`src/rtl/smg_pkg.sv`:
```
// Shared constants for the seven-segment display path: segment bit order,
// the active-high hex glyph table and the blank pattern.
package smg_pkg;

   typedef enum logic [2:0] {
      SEG_A  = 3'd0,
      SEG_B  = 3'd1,
      SEG_C  = 3'd2,
      SEG_D  = 3'd3,
      SEG_E  = 3'd4,
      SEG_F  = 3'd5,
      SEG_G  = 3'd6,
      SEG_DP = 3'd7
   } seg_bit_e;

   localparam logic [7:0] SEG_OFF_AH = 8'h00;

   // Glyphs for 0..9, A, b, C, d, E, F with bit 7 (dp) clear.
   localparam logic [7:0] HEX_SEG_AH [16] = '{
      8'h3F, 8'h06, 8'h5B, 8'h4F, 8'h66, 8'h6D, 8'h7D, 8'h07,
      8'h7F, 8'h6F, 8'h77, 8'h7C, 8'h39, 8'h5E, 8'h79, 8'h71
   };

endpackage

```
`src/rtl/smg_hex_decoder.sv`:
```
// Combinational nibble + decimal point to active-high segment pattern.
// Pin polarity is applied by the parent.
module smg_hex_decoder
   import smg_pkg::*;
(
   input  logic [3:0] nibble,
   input  logic       dp,
   output logic [7:0] seg
);

   always_comb begin
      seg         = HEX_SEG_AH[nibble];
      seg[SEG_DP] = dp;
   end

endmodule

```
`src/rtl/smg_display_ctrl.sv`:
```
// Multiplexed seven-segment scanner with per-digit dp, blank/blink masks,
// 8-level PWM brightness and frame-synchronous (tear-free) data loading.
module smg_display_ctrl
   import smg_pkg::*;
#(
   parameter int DIGITS         = 6,
   parameter int SCAN_DIV       = 50000,
   parameter int BLINK_FRAMES   = 25,
   parameter int SEG_ACTIVE_LOW = 1,
   parameter int SEL_ACTIVE_LOW = 1
)
(
   input  logic                  CLK,
   input  logic                  RSTn,
   input  logic [4*DIGITS-1:0]   Number_Sig,
   input  logic [DIGITS-1:0]     Dp_Sig,
   input  logic [DIGITS-1:0]     Blank_Mask,
   input  logic [DIGITS-1:0]     Blink_Mask,
   input  logic [2:0]            Brightness,
   input  logic                  Load,
   output logic [7:0]            SMG_Data,
   output logic [DIGITS-1:0]     Scan_Sig
);

   localparam int DWELL_W  = $clog2(SCAN_DIV);
   localparam int IDX_W    = (DIGITS > 1) ? $clog2(DIGITS) : 1;
   localparam int FRAME_W  = (BLINK_FRAMES > 1) ? $clog2(BLINK_FRAMES) : 1;
   localparam int SLOT_LEN = SCAN_DIV / 8;

   localparam logic [7:0]        SEG_OFF_PIN = (SEG_ACTIVE_LOW != 0) ? ~SEG_OFF_AH : SEG_OFF_AH;
   localparam logic [DIGITS-1:0] SEL_OFF_PIN = (SEL_ACTIVE_LOW != 0) ? '1 : '0;

   logic [DWELL_W-1:0]  dwell;
   logic [IDX_W-1:0]    idx;
   logic [FRAME_W-1:0]  frame_cnt;
   logic                blink_phase;

   logic [4*DIGITS-1:0] cap_num,   disp_num;
   logic [DIGITS-1:0]   cap_dp,    disp_dp;
   logic [DIGITS-1:0]   cap_blank, disp_blank;
   logic [DIGITS-1:0]   cap_blink, disp_blink;

   logic                dwell_wrap;
   logic                idx_wrap;
   logic                frame_end;
   logic                frame_wrap;
   logic [3:0]          nibble;
   logic                dp_bit;
   logic [7:0]          seg_ah;
   logic                pwm_on;
   logic                dark;
   logic [7:0]          seg_next;
   logic [DIGITS-1:0]   sel_next;

   smg_hex_decoder u_dec (
      .nibble (nibble),
      .dp     (dp_bit),
      .seg    (seg_ah)
   );

   // Pin pattern for the digit selected this cycle; registered on the next edge.
   always_comb begin
      dwell_wrap = (dwell == DWELL_W'(SCAN_DIV - 1));
      idx_wrap   = (idx == IDX_W'(DIGITS - 1));
      frame_end  = dwell_wrap && idx_wrap;
      frame_wrap = (frame_cnt == FRAME_W'(BLINK_FRAMES - 1));
      nibble     = 4'(disp_num >> {idx, 2'b00});
      dp_bit     = disp_dp[idx];
      pwm_on     = int'(dwell) < (int'(Brightness) + 1) * SLOT_LEN;
      dark       = disp_blank[idx] || (disp_blink[idx] && blink_phase) || !pwm_on;
      seg_next   = SEG_OFF_PIN;
      sel_next   = SEL_OFF_PIN;
      if (!dark) begin
         seg_next = (SEG_ACTIVE_LOW != 0) ? ~seg_ah : seg_ah;
         sel_next = (SEL_ACTIVE_LOW != 0) ? ~(DIGITS'(1) << idx) : (DIGITS'(1) << idx);
      end
   end

   // The display copy is taken on the wrap edge, so a coincident Load lands a frame later.
   always_ff @(posedge CLK) begin
      if (!RSTn) begin
         dwell       <= '0;
         idx         <= '0;
         frame_cnt   <= '0;
         blink_phase <= 1'b0;
         cap_num     <= '0;
         cap_dp      <= '0;
         cap_blank   <= '0;
         cap_blink   <= '0;
         disp_num    <= '0;
         disp_dp     <= '0;
         disp_blank  <= '0;
         disp_blink  <= '0;
         SMG_Data    <= SEG_OFF_PIN;
         Scan_Sig    <= SEL_OFF_PIN;
      end else begin
         SMG_Data <= seg_next;
         Scan_Sig <= sel_next;
         if (Load) begin
            cap_num   <= Number_Sig;
            cap_dp    <= Dp_Sig;
            cap_blank <= Blank_Mask;
            cap_blink <= Blink_Mask;
         end
         if (dwell_wrap) begin
            dwell <= '0;
            idx   <= idx_wrap ? '0 : idx + 1'b1;
         end else begin
            dwell <= dwell + 1'b1;
         end
         if (frame_end) begin
            disp_num   <= cap_num;
            disp_dp    <= cap_dp;
            disp_blank <= cap_blank;
            disp_blink <= cap_blink;
            if (frame_wrap) begin
               frame_cnt   <= '0;
               blink_phase <= ~blink_phase;
            end else begin
               frame_cnt <= frame_cnt + 1'b1;
            end
         end
      end
   end

endmodule

```
`config.mk`:
```
export PLATFORM = sky130hd
export DESIGN_NAME = smg_display_ctrl
export DESIGN_NICKNAME = d
export VERILOG_FILES = /design/src/rtl/smg_pkg.sv /design/src/rtl/smg_hex_decoder.sv /design/src/rtl/smg_display_ctrl.sv
export SDC_FILE = /design/constraint.sdc
export NUM_CORES = 1
export LEC_CHECK = 0
export ABC_AREA = 1
export CAP_MARGIN = 10
export CORE_MARGIN = 3
export CORE_UTILIZATION = 50
export CTS_BUF_LIST = sky130_fd_sc_hd__clkbuf_4 sky130_fd_sc_hd__clkbuf_8
export DETAILED_ROUTE_END_ITERATION = 12
export GPL_TIMING_DRIVEN = 0
export PLACE_DENSITY = 0.75
export SLEW_MARGIN = 20
export SYNTH_ARGS = -nofsm -noshare
export SYNTH_HDL_FRONTEND = slang
export SYNTH_HIERARCHICAL = 1
export SYNTH_SLANG_ARGS = --single-unit
```
`constraint.sdc`:
```
create_clock -name CLK -period 9.1 [get_ports CLK]
set_clock_uncertainty 0.15 [all_clocks]
set_input_delay 2.275 -clock CLK [delete_from_list [all_inputs] [get_ports CLK]]
set_output_delay 2.275 -clock CLK [all_outputs]
set_load 0.1 [all_outputs]
```
# --- Yosys cells after proc, flatten, opt, wreduce, memory -nomap -nowiden ---
# Memory sizes are Yosys's and may differ from the RTL's.
# Cells that the tools add are included.
word_totals:
  register_bits: 123
  romBits: 128
  output_inout_bits: 14
  wordCells: 51
  memories: 1
memory_table:
  columns: ["name", "depth", "width", "read_ports", "rd_clocked_by_memory_dff", "write_ports", "line_no", "source"]
  rows:
  - ["(no name shown)", 16, 8, 1, 0, 0, "smg_hex_decoder.sv:12", "seg = HEX_SEG_AH[nibble];"]
op_classes:
  n_addsub: 4
  mul: 1
  n_lt_le_gt_ge: 3
  n_eq_ne: 3
  shift: 2
  muxes: 10
  bitwise: 5
  n_reduce_logical: 8
ops:
  columns: ["cell", "count"]
  rows:
  - [">> shifter 24 x 5 -> 4 bit", 1]
  - ["< comparator 16 x 17 -> 1 bit", 1]
  - ["adder 16 x 1 -> 16 bit (second input constant)", 1]
  - ["equality test 16 bit (second input constant)", 1]
  - ["multiplier 4 x 12 -> 16 bit (second input constant)", 1]
  - ["2-to-1 mux 7 bit", 2]
  - ["binary-select mux 1 bit (select 3 bit)", 3]
  - ["NOT 8 bit", 1]
  - ["NOT 6 bit", 1]
  - ["<< shifter 1 x 3 -> 6 bit (first input constant)", 1]
  - ["adder 5 x 1 -> 5 bit (second input constant)", 1]
  - ["equality test 5 bit (second input constant)", 1]
  - [">= comparator 5 bit (second input constant)", 1]
  - ["2-to-1 mux 5 bit", 1]
  - ["NOT 4 -> 5 bit", 1]
  - ["adder 3 x 1 -> 4 bit (second input constant)", 1]
  - ["< comparator 3 x 4 -> 1 bit (second input constant)", 1]
  - ["OR reduction 2 bit", 2]
  - ["adder 3 x 1 -> 3 bit (second input constant)", 1]
  - ["equality test 3 bit (second input constant)", 1]
  - ["2-to-1 mux 1 bit", 3]
  - ["2-to-1 mux 3 bit", 1]
  - ["logical AND 1 bit", 2]
  - ["logical OR 1 bit", 2]
  - ["3 further kinds", 4]

# --- Depth between registers and ports, before layout ---
# Gate-level depths: netlist (run 1).
depth:
  ltp_word: 6
  ltp_mapped: 26
  depth_no_buf: 25

# --- Hierarchy ---
# The synthesis (run 1) kept the hierarchy.
modules_own_cells:
  columns: ["module", "instances", "cells_each", "area_each_um2", "seq_area_each_um2"]
  rows:
  - ["smg_display_ctrl", 1, 759, 5781.8, 2462.4]
  - ["smg_hex_decoder", 1, 53, 277.8, 0.0]

# --- Worst setup path before layout (run 1) ---
# Ideal clock, no wire load.
synth_timing:
  path_kind: "input to register"
  start: "input port Brightness[0]"
  end: "register Scan_Sig[0]"
  setup_ns: 0.126
  arrival_time_ns: 5.253
  required_time_ns: 8.824
  path_slack_ns: 3.571
  cell_stages: 17
  path_cell_list: "inv_1 -> ha_1 -> ha_1 -> ha_1 -> ha_1 -> a21oi_1 -> o21ai_0 -> a21oi_1 -> o21ai_0 -> xor2_1 -> ha_1 -> a21oi_1 -> o31a_1 -> nand2_1 -> nand4_1 -> buf_4 -> nand3_1"
synth_between:
  elab_chain_cells: 6
synth_rtl:
  columns: ["item", "line_no", "source"]
  rows:
  - ["start, declared", "smg_display_ctrl.sv:19", "input logic [2:0] Brightness,"]
  - ["adder 3 x 1 -> 4 bit", "smg_display_ctrl.sv:69", "pwm_on = int'(dwell) < (int'(Brightness) + 1) * SLOT_LEN;"]
  - ["multiplier 4 x 12 -> 16 bit", "smg_display_ctrl.sv:69", null]
  - ["< comparator 16 x 17 -> 1 bit", "smg_display_ctrl.sv:69", null]
  - ["zero test 1 bit", "smg_display_ctrl.sv:70", "dark = disp_blank[idx] || (disp_blink[idx] && blink_phase) || !pwm_on;"]
  - ["logical OR 1 bit", "smg_display_ctrl.sv:70", null]
  - ["OR reduction 2 bit (no line)", null, null]
  - ["end signal, assigned", "smg_display_ctrl.sv:98", "Scan_Sig <= sel_next;"]
  - ["end, declared", "smg_display_ctrl.sv:22", "output logic [DIGITS-1:0] Scan_Sig"]
# No other way between the ends.
# A chain may end at the register's enable or synchronous reset.

# --- Worst setup path in the final report (run 1) ---
layout_timing:
  start: "input port Brightness[0]"
  end: "register Scan_Sig[1]"
# The elaborated chain is that of the path after synthesis.

==> flow_metrics.tcl, run 1 <==
set metrics [dict create \
    fin_crit_ns 6.25 \
    clk_latency_ns 0.43 \
    initial_core_util 0.522 \
    max_slew_margin 0.349 \
    status "finished clean" \
    htreeDepth 4 \
    p_leak_uw 0.00302 \
    stdcell_area_mm2 0.00725 \
    placed_cell_area_mm2 0.00685 \
    min_period_over_period 0.687 \
    ir_drop_mv 0.0824 \
    die_w_um 116 \
    cpMostUsedCell "ha_1" \
    netlist.area_leader.share 0.406 \
    gp_congestion 0.881 \
    syn-num-nets 900 \
    p_per_area_mw_per_mm2 161 \
    path_max_fanout 10 \
    finalWirelength_um 13300 \
    dp_hpwl_um 9940 \
    crit_buf_inv 3 \
    grt_pass1_vias 4830 \
    post-route-drc-count 0 \
    cts-buffers-inserted 17 \
    die_area_mm2 0.0135 \
    critPathMaxStageDelay_ns 0.65 \
    wl_met1_um 6670 \
    core_area_mm2 0.0116 \
    synthToLayoutAreaGrowth_pct 19.7 \
    num_vias 5261 \
    n_antenna_cell 0 \
    drt-wirelength-per-cell_um 12.7 \
    synth-main-ff-cell "dfxtp_1" \
    hold_class "reg2reg" \
    ant_nets 0 \
    startpoint_type "input pin" \
    grt_max_degree 17 \
    worst_path_dominant_cell_family "adder cells" \
    ys_async_sr_fraction 0 \
    clk_pin_slew_ns 0.07 \
    fill_cells 1074 \
    cp_slowest_cell "clkdlybuf4s50_1" \
    synthDistinctLibCells 43 \
    gr-total-overflow 0 \
    die_y_um 116 \
    ios 62 \
    end_kind "flop" \
    synth_area_leaders "dfxtp_1 (41%), ha_1 (8.3%), o21ai_0 (8.0%)" \
    layoutNonFillerInstCount 1048 \
    synth_edf_count 0 \
    drt_iter0_markers 367 \
    syn_area_per_cell_um2 7.46 \
    setup_viol_count_final 0 \
    fmax_mhz 160 \
    placed_cells 1016 \
    syn_area_mm2 0.00606 \
    rsz0062_at_grt "no" \
    path_class "in2reg" \
    drive_gt1_frac 0.0906 \
    routed.top_layer "met4" \
    clock-root-buffer "clkbuf_8" \
    clkSinkCount 123 \
    grt_usage 0.207 \
    synth_commonest_cells "dfxtp_1 (123), nand2_1 (116), nor2_1 (115)" \
    critPathArrivalTime_ns 6.41 \
    viasPerCell 5.02 \
    regArea_mm2 0.00246 \
    synth_seq_cells 123 \
    hold_viol 0 \
    port_buffers 61 \
    post_cts_resize_count 0 \
    yosysSeqAreaShare 0.406 \
    multi_input_area_mm2 0.00300 \
    cts_tree "yes" \
    slew_violations 0 \
    tightest_slew_ns 0.973 \
    tns_ns 0 \
    fin_nets 980 \
    antenna_found_initial 0 \
    grt_pass1_wl_um 22200 \
    hold_buffers 0 \
    cp.required_ns 9.26 \
    routed-wl-met2_um 5810 \
    clk_path_buf_depth 2 \
    drv_cap 0 \
    yosysTopAreaCell "dfxtp_1" \
    syn_inst 812 \
    cts_setup_buffers 0 \
    met3_length_um 579 \
    synth.yosys.warnings 6 \
    firstDrtPassIters 5 \
    synth.most_common_cell "dfxtp_1" \
    crit_chain "clkdlybuf4s50_1 -> inv_1 -> ha_1 -> ha_1 -> ha_1 -> ha_1 -> a21oi_1 -> o21ai_0 -> a21oi_1 -> o21ai_0 -> xor2_1 -> ha_1 -> a21oi_1 -> o31a_1 -> nand2_1 -> nand4_1 -> buf_4 -> nand3_1" \
    num_rows 39 \
]
## cells by family after synthesis
group | share of synthesized area
adder cells (fa/ha/maj) | 0.0826
AO/OA/AOI/OAI | 0.168
AND/OR/NAND/NOR | 0.228
buffers and inverters | 0.0981
XOR/XNOR | 0.0173
flip-flops | 0.406
## area by class of cell
type	count	share of cell area
clock buffers	23	0.0402
multi-input cells	549	0.414
plain buffers	33	0.0266
clock inverters	9	0.0157
flip-flops and latches	123	0.339
inverters	107	0.0554
repair buffers	61	0.0842
well taps	143	0.0247
## flip-flops by register name, indices dropped and copies added, names as in the netlist
| signal | cells |
|---|---|
| disp_dp | 6 |
| disp_blank | 6 |
| cap_blank | 6 |
| cap_blink | 6 |
| disp_blink | 6 |
| dwell | 16 |
| cap_dp | 6 |
| disp_num | 24 |
| SMG_Data | 8 |
| idx | 3 |
| frame_cnt | 5 |
| cap_num | 24 |
| Scan_Sig | 6 |
| blink_phase | 1 |
## worst reg2reg max path, stage by stage, from the launching register on
cell and delay (ns):
dfxtp_1 0.41, buf_6 0.16, nor2_2 0.06, inv_1 0.20, o22ai_1 0.10, o21ai_0 0.23, o221ai_1 0.33, inv_1 0.22
ha_1 0.26, nand2_1 0.09, o21ai_0 0.12, nand2_1 0.09, nand2_1 0.06, nand3_2 0.06
## cell usage in the layout, fill, tap and decap left out, drive strengths merged, types with 2 or more instances in the layout
cell,count
a21oi,70
buf,13
bufinv,2
clkbuf,43
clkdlybuf4s50,61
clkinv,5
clkinvlp,3
dfxtp,123
ha,40
inv,106
nand2,121
nand3,41
nand3b,2
nand4,7
nor2,120
nor3,8
nor3b,3
nor4,2
o21ai,100
o221ai,5
o22ai,10
xnor2,4
xor2,8
## where the power goes
part           switching, µW  internal [µW]  leakage [µW]
clock network            211            271      0.000200
logic                   73.8           53.2       0.00182
registers               7.74            554       0.00101
## final timing paths
kind | start | end | slack [ns] | cells after the start
worst max-delay path | Brightness[0] | Scan_Sig[1] | 2.85 | 18
worst min-delay path | disp_num[12] | disp_num[12] | 0.30 | 2
worst max register to register | idx[0] | SMG_Data[3] | 6.48 | 13
worst min register to register | disp_num[12] | disp_num[12] | 0.30 | 2
## metrics by stage
step | hold WS (ns) | utilization | setup WS, ns | power, µW
2_1_floorplan | 0.268 | - | 3.57 | 656
3_3_place_gp | 0.288 | 0.590 | 2.43 | 698
3_5_place_dp | 0.294 | 0.590 | 2.39 | 701
4_1_cts | 0.305 | 0.625 | 2.85 | 1180
5_1_grt | 0.321 | 0.625 | 2.53 | 1220
6_report | 0.303 | 0.625 | 2.85 | 1170
## layer usage
layer  vias to the layer above  track usage
li1                       2809            -
met1                      2306        0.277
met2                       128        0.330
met3                        18       0.0454
met4                         0       0.0727
met5                         -            0
No activity file was read; power rests on OpenSTA's default activity.
==> run 2, diff against run 1 <==
--- a/config.mk
+++ b/config.mk
@@ -12,7 +12,7 @@
 export CTS_BUF_LIST = sky130_fd_sc_hd__clkbuf_4 sky130_fd_sc_hd__clkbuf_8
 export DETAILED_ROUTE_END_ITERATION = 12
 export GPL_TIMING_DRIVEN = 0
-export PLACE_DENSITY = 0.75
+export PLACE_DENSITY = 0.77
 export SLEW_MARGIN = 20
 export SYNTH_ARGS = -nofsm -noshare
 export SYNTH_HDL_FRONTEND = slang
==> constraint.sdc (replaced) <==
create_clock -name CLK -period 5.7 [get_ports CLK]
set_clock_uncertainty 0.15 [all_clocks]
set_input_delay 1.425 -clock CLK [delete_from_list [all_inputs] [get_ports CLK]]
set_output_delay 1.425 -clock CLK [all_outputs]
set_load 0.1 [all_outputs]
==> flow_metrics.tcl, run 2 (synthesized netlist as in run 1, its figures left out) <==
set metrics [dict create \
    firstDrtPassIters 5 \
    p_seq_frac 0.474 \
    hold_viol 0 \
    core_area_mm2 0.0116 \
    slew_violations 0 \
    ant_nets 0 \
    intPower_uw 1410 \
    max_slew_margin 0.351 \
    fin_crit_ns 5.43 \
    path_class "in2reg" \
    die_y_um 116 \
    startpoint_type "input pin" \
    hold_class "reg2reg" \
    critPathArrivalTime_ns 5.60 \
    rsz0062_at_grt "no" \
    crit_chain "clkdlybuf4s50_1 -> inv_1 -> ha_1 -> ha_1 -> ha_1 -> ha_1 -> a21oi_1 -> o21ai_1 -> a21oi_1 -> o21ai_0 -> xor2_1 -> ha_1 -> a21oi_1 -> o31a_1 -> nand2_1 -> nand4_1 -> buf_4 -> nand3_1" \
    gr-total-overflow 0 \
    hold_buffers 0 \
    fin_nets 980 \
    drv_cap 0 \
    placed_cell_area_mm2 0.00685 \
    min_period_over_period 0.953 \
    dp_hpwl_um 9890 \
    routed-wl-met2_um 5830 \
    antenna_found_initial 1 \
    drt_iter0_markers 257 \
    path_max_fanout 10 \
    grt_usage 0.202 \
    num_rows 39 \
    fmax_mhz 184 \
    die_area_mm2 0.0135 \
    cts_tree "yes" \
    clk_latency_ns 0.43 \
    worst_slack_ns 0.266 \
    post_cts_resize_count 0 \
    end_kind "flop" \
    cpMostUsedCell "ha_1" \
    post-route-drc-count 0 \
    dp_slack_ns -0.258 \
    grt_max_degree 17 \
    placed_cells 1016 \
    p_per_area_mw_per_mm2 260 \
    largest_registers "cap_num (24), disp_num (24), dwell (16)" \
    clk_pin_slew_ns 0.08 \
    tightest_slew_ns 0.971 \
    drive_gt1_frac 0.0906 \
    clkSinkCount 123 \
    num_vias 5330 \
    p_leak_uw 0.00303 \
    clk_path_buf_depth 2 \
    wl_met1_um 6430 \
    clock-root-buffer "clkbuf_8" \
    drt-wirelength-per-cell_um 12.6 \
    power_uw 1890 \
    critPathMaxStageDelay_ns 0.66 \
    grt_pass1_wl_um 21700 \
    setup_viol_count_final 0 \
    met3_length_um 714 \
    stdcell_area_mm2 0.00726 \
    initial_core_util 0.522 \
    htreeDepth 4 \
    layoutNonFillerInstCount 1048 \
    status "finished clean" \
    port_buffers 61 \
    cts_setup_buffers 0 \
    power_frac_comb 0.107 \
    die_w_um 116 \
    gp_congestion 0.880 \
    clkPwrFrac 0.419 \
    viasPerCell 5.09 \
    finalWirelength_um 13200 \
    n_antenna_cell 0 \
    layout_commonest_cell "dfxtp_1" \
    routed.top_layer "met5" \
    synthToLayoutAreaGrowth_pct 19.8 \
    ir_drop_mv 0.154 \
    fill_cells 1022 \
    cp_slowest_cell "clkdlybuf4s50_1" \
    cp.required_ns 5.87 \
    final_cell_mix "dfxtp_1 (123), nand2_1 (116), nor2_1 (115)" \
    grt_pass1_vias 4787 \
    ios 62 \
    swShare 0.256 \
    cts-buffers-inserted 17 \
    p_switching_uw 483 \
]
## run 2: area by class of cell
| type | count | area, µm² | area share |
|---|---|---|---|
| repair buffers | 61 | 611 | 0.0841 |
| clock buffers | 18 | 241 | 0.0333 |
| clock inverters | 14 | 171 | 0.0236 |
| flip-flops and latches | 123 | 2460 | 0.339 |
| inverters | 107 | 402 | 0.0553 |
| multi-input cells | 549 | 3000 | 0.414 |
| plain buffers | 33 | 193 | 0.0265 |
| well taps | 143 | 179 | 0.0246 |
## run 2: path summary, 6_finish.rpt
path                      end  slack (ns)  cells after the start          start
setup / recovery  Scan_Sig[0]        0.27                     18  Brightness[0]
setup reg to reg  SMG_Data[3]        3.04                     13         idx[0]
hold reg to reg      dwell[0]        0.30                      1       dwell[0]
hold / removal       dwell[0]        0.30                      1       dwell[0]
## run 2: worst max-delay path: cells and delay by family
kind | cells | cell delay, ns
AO/OA/AOI/OAI | 6 | 0.86
XOR/XNOR | 1 | 0.23
adder cells (fa/ha/maj) | 5 | 1.64
buffers and inverters | 3 | 1.11
AND/OR/NAND/NOR | 3 | 0.34
## run 2: per-stage QoR
stage,setup TNS [ns],utilization,hold slack (ns)
after CTS,0,0.625,0.306
after global routing,0,0.625,0.320
after detailed placement,-2.52,0.590,0.289
after floorplan,0,-,0.268
final,0,0.625,0.303
after global placement,-1.44,0.590,0.281
## run 2: per-layer routing
metal	track usage	up-vias
met3	0.0465	18
met5	0	-
met1	0.267	2346
met4	0.0781	2
met2	0.323	145
li1	-	2819
## run 2: power groups by stage
| stage | combinational (µW) | clock, µW | sequential (µW) |
|---|---|---|---|
| 2_1_floorplan | 116 | 0 | 931 |
| 3_3_place_gp | 199 | 0 | 915 |
| 3_5_place_dp | 203 | 0 | 916 |
| 4_1_cts | 204 | 806 | 896 |
| 5_1_grt | 231 | 846 | 899 |
| 6_report | 203 | 792 | 897 |
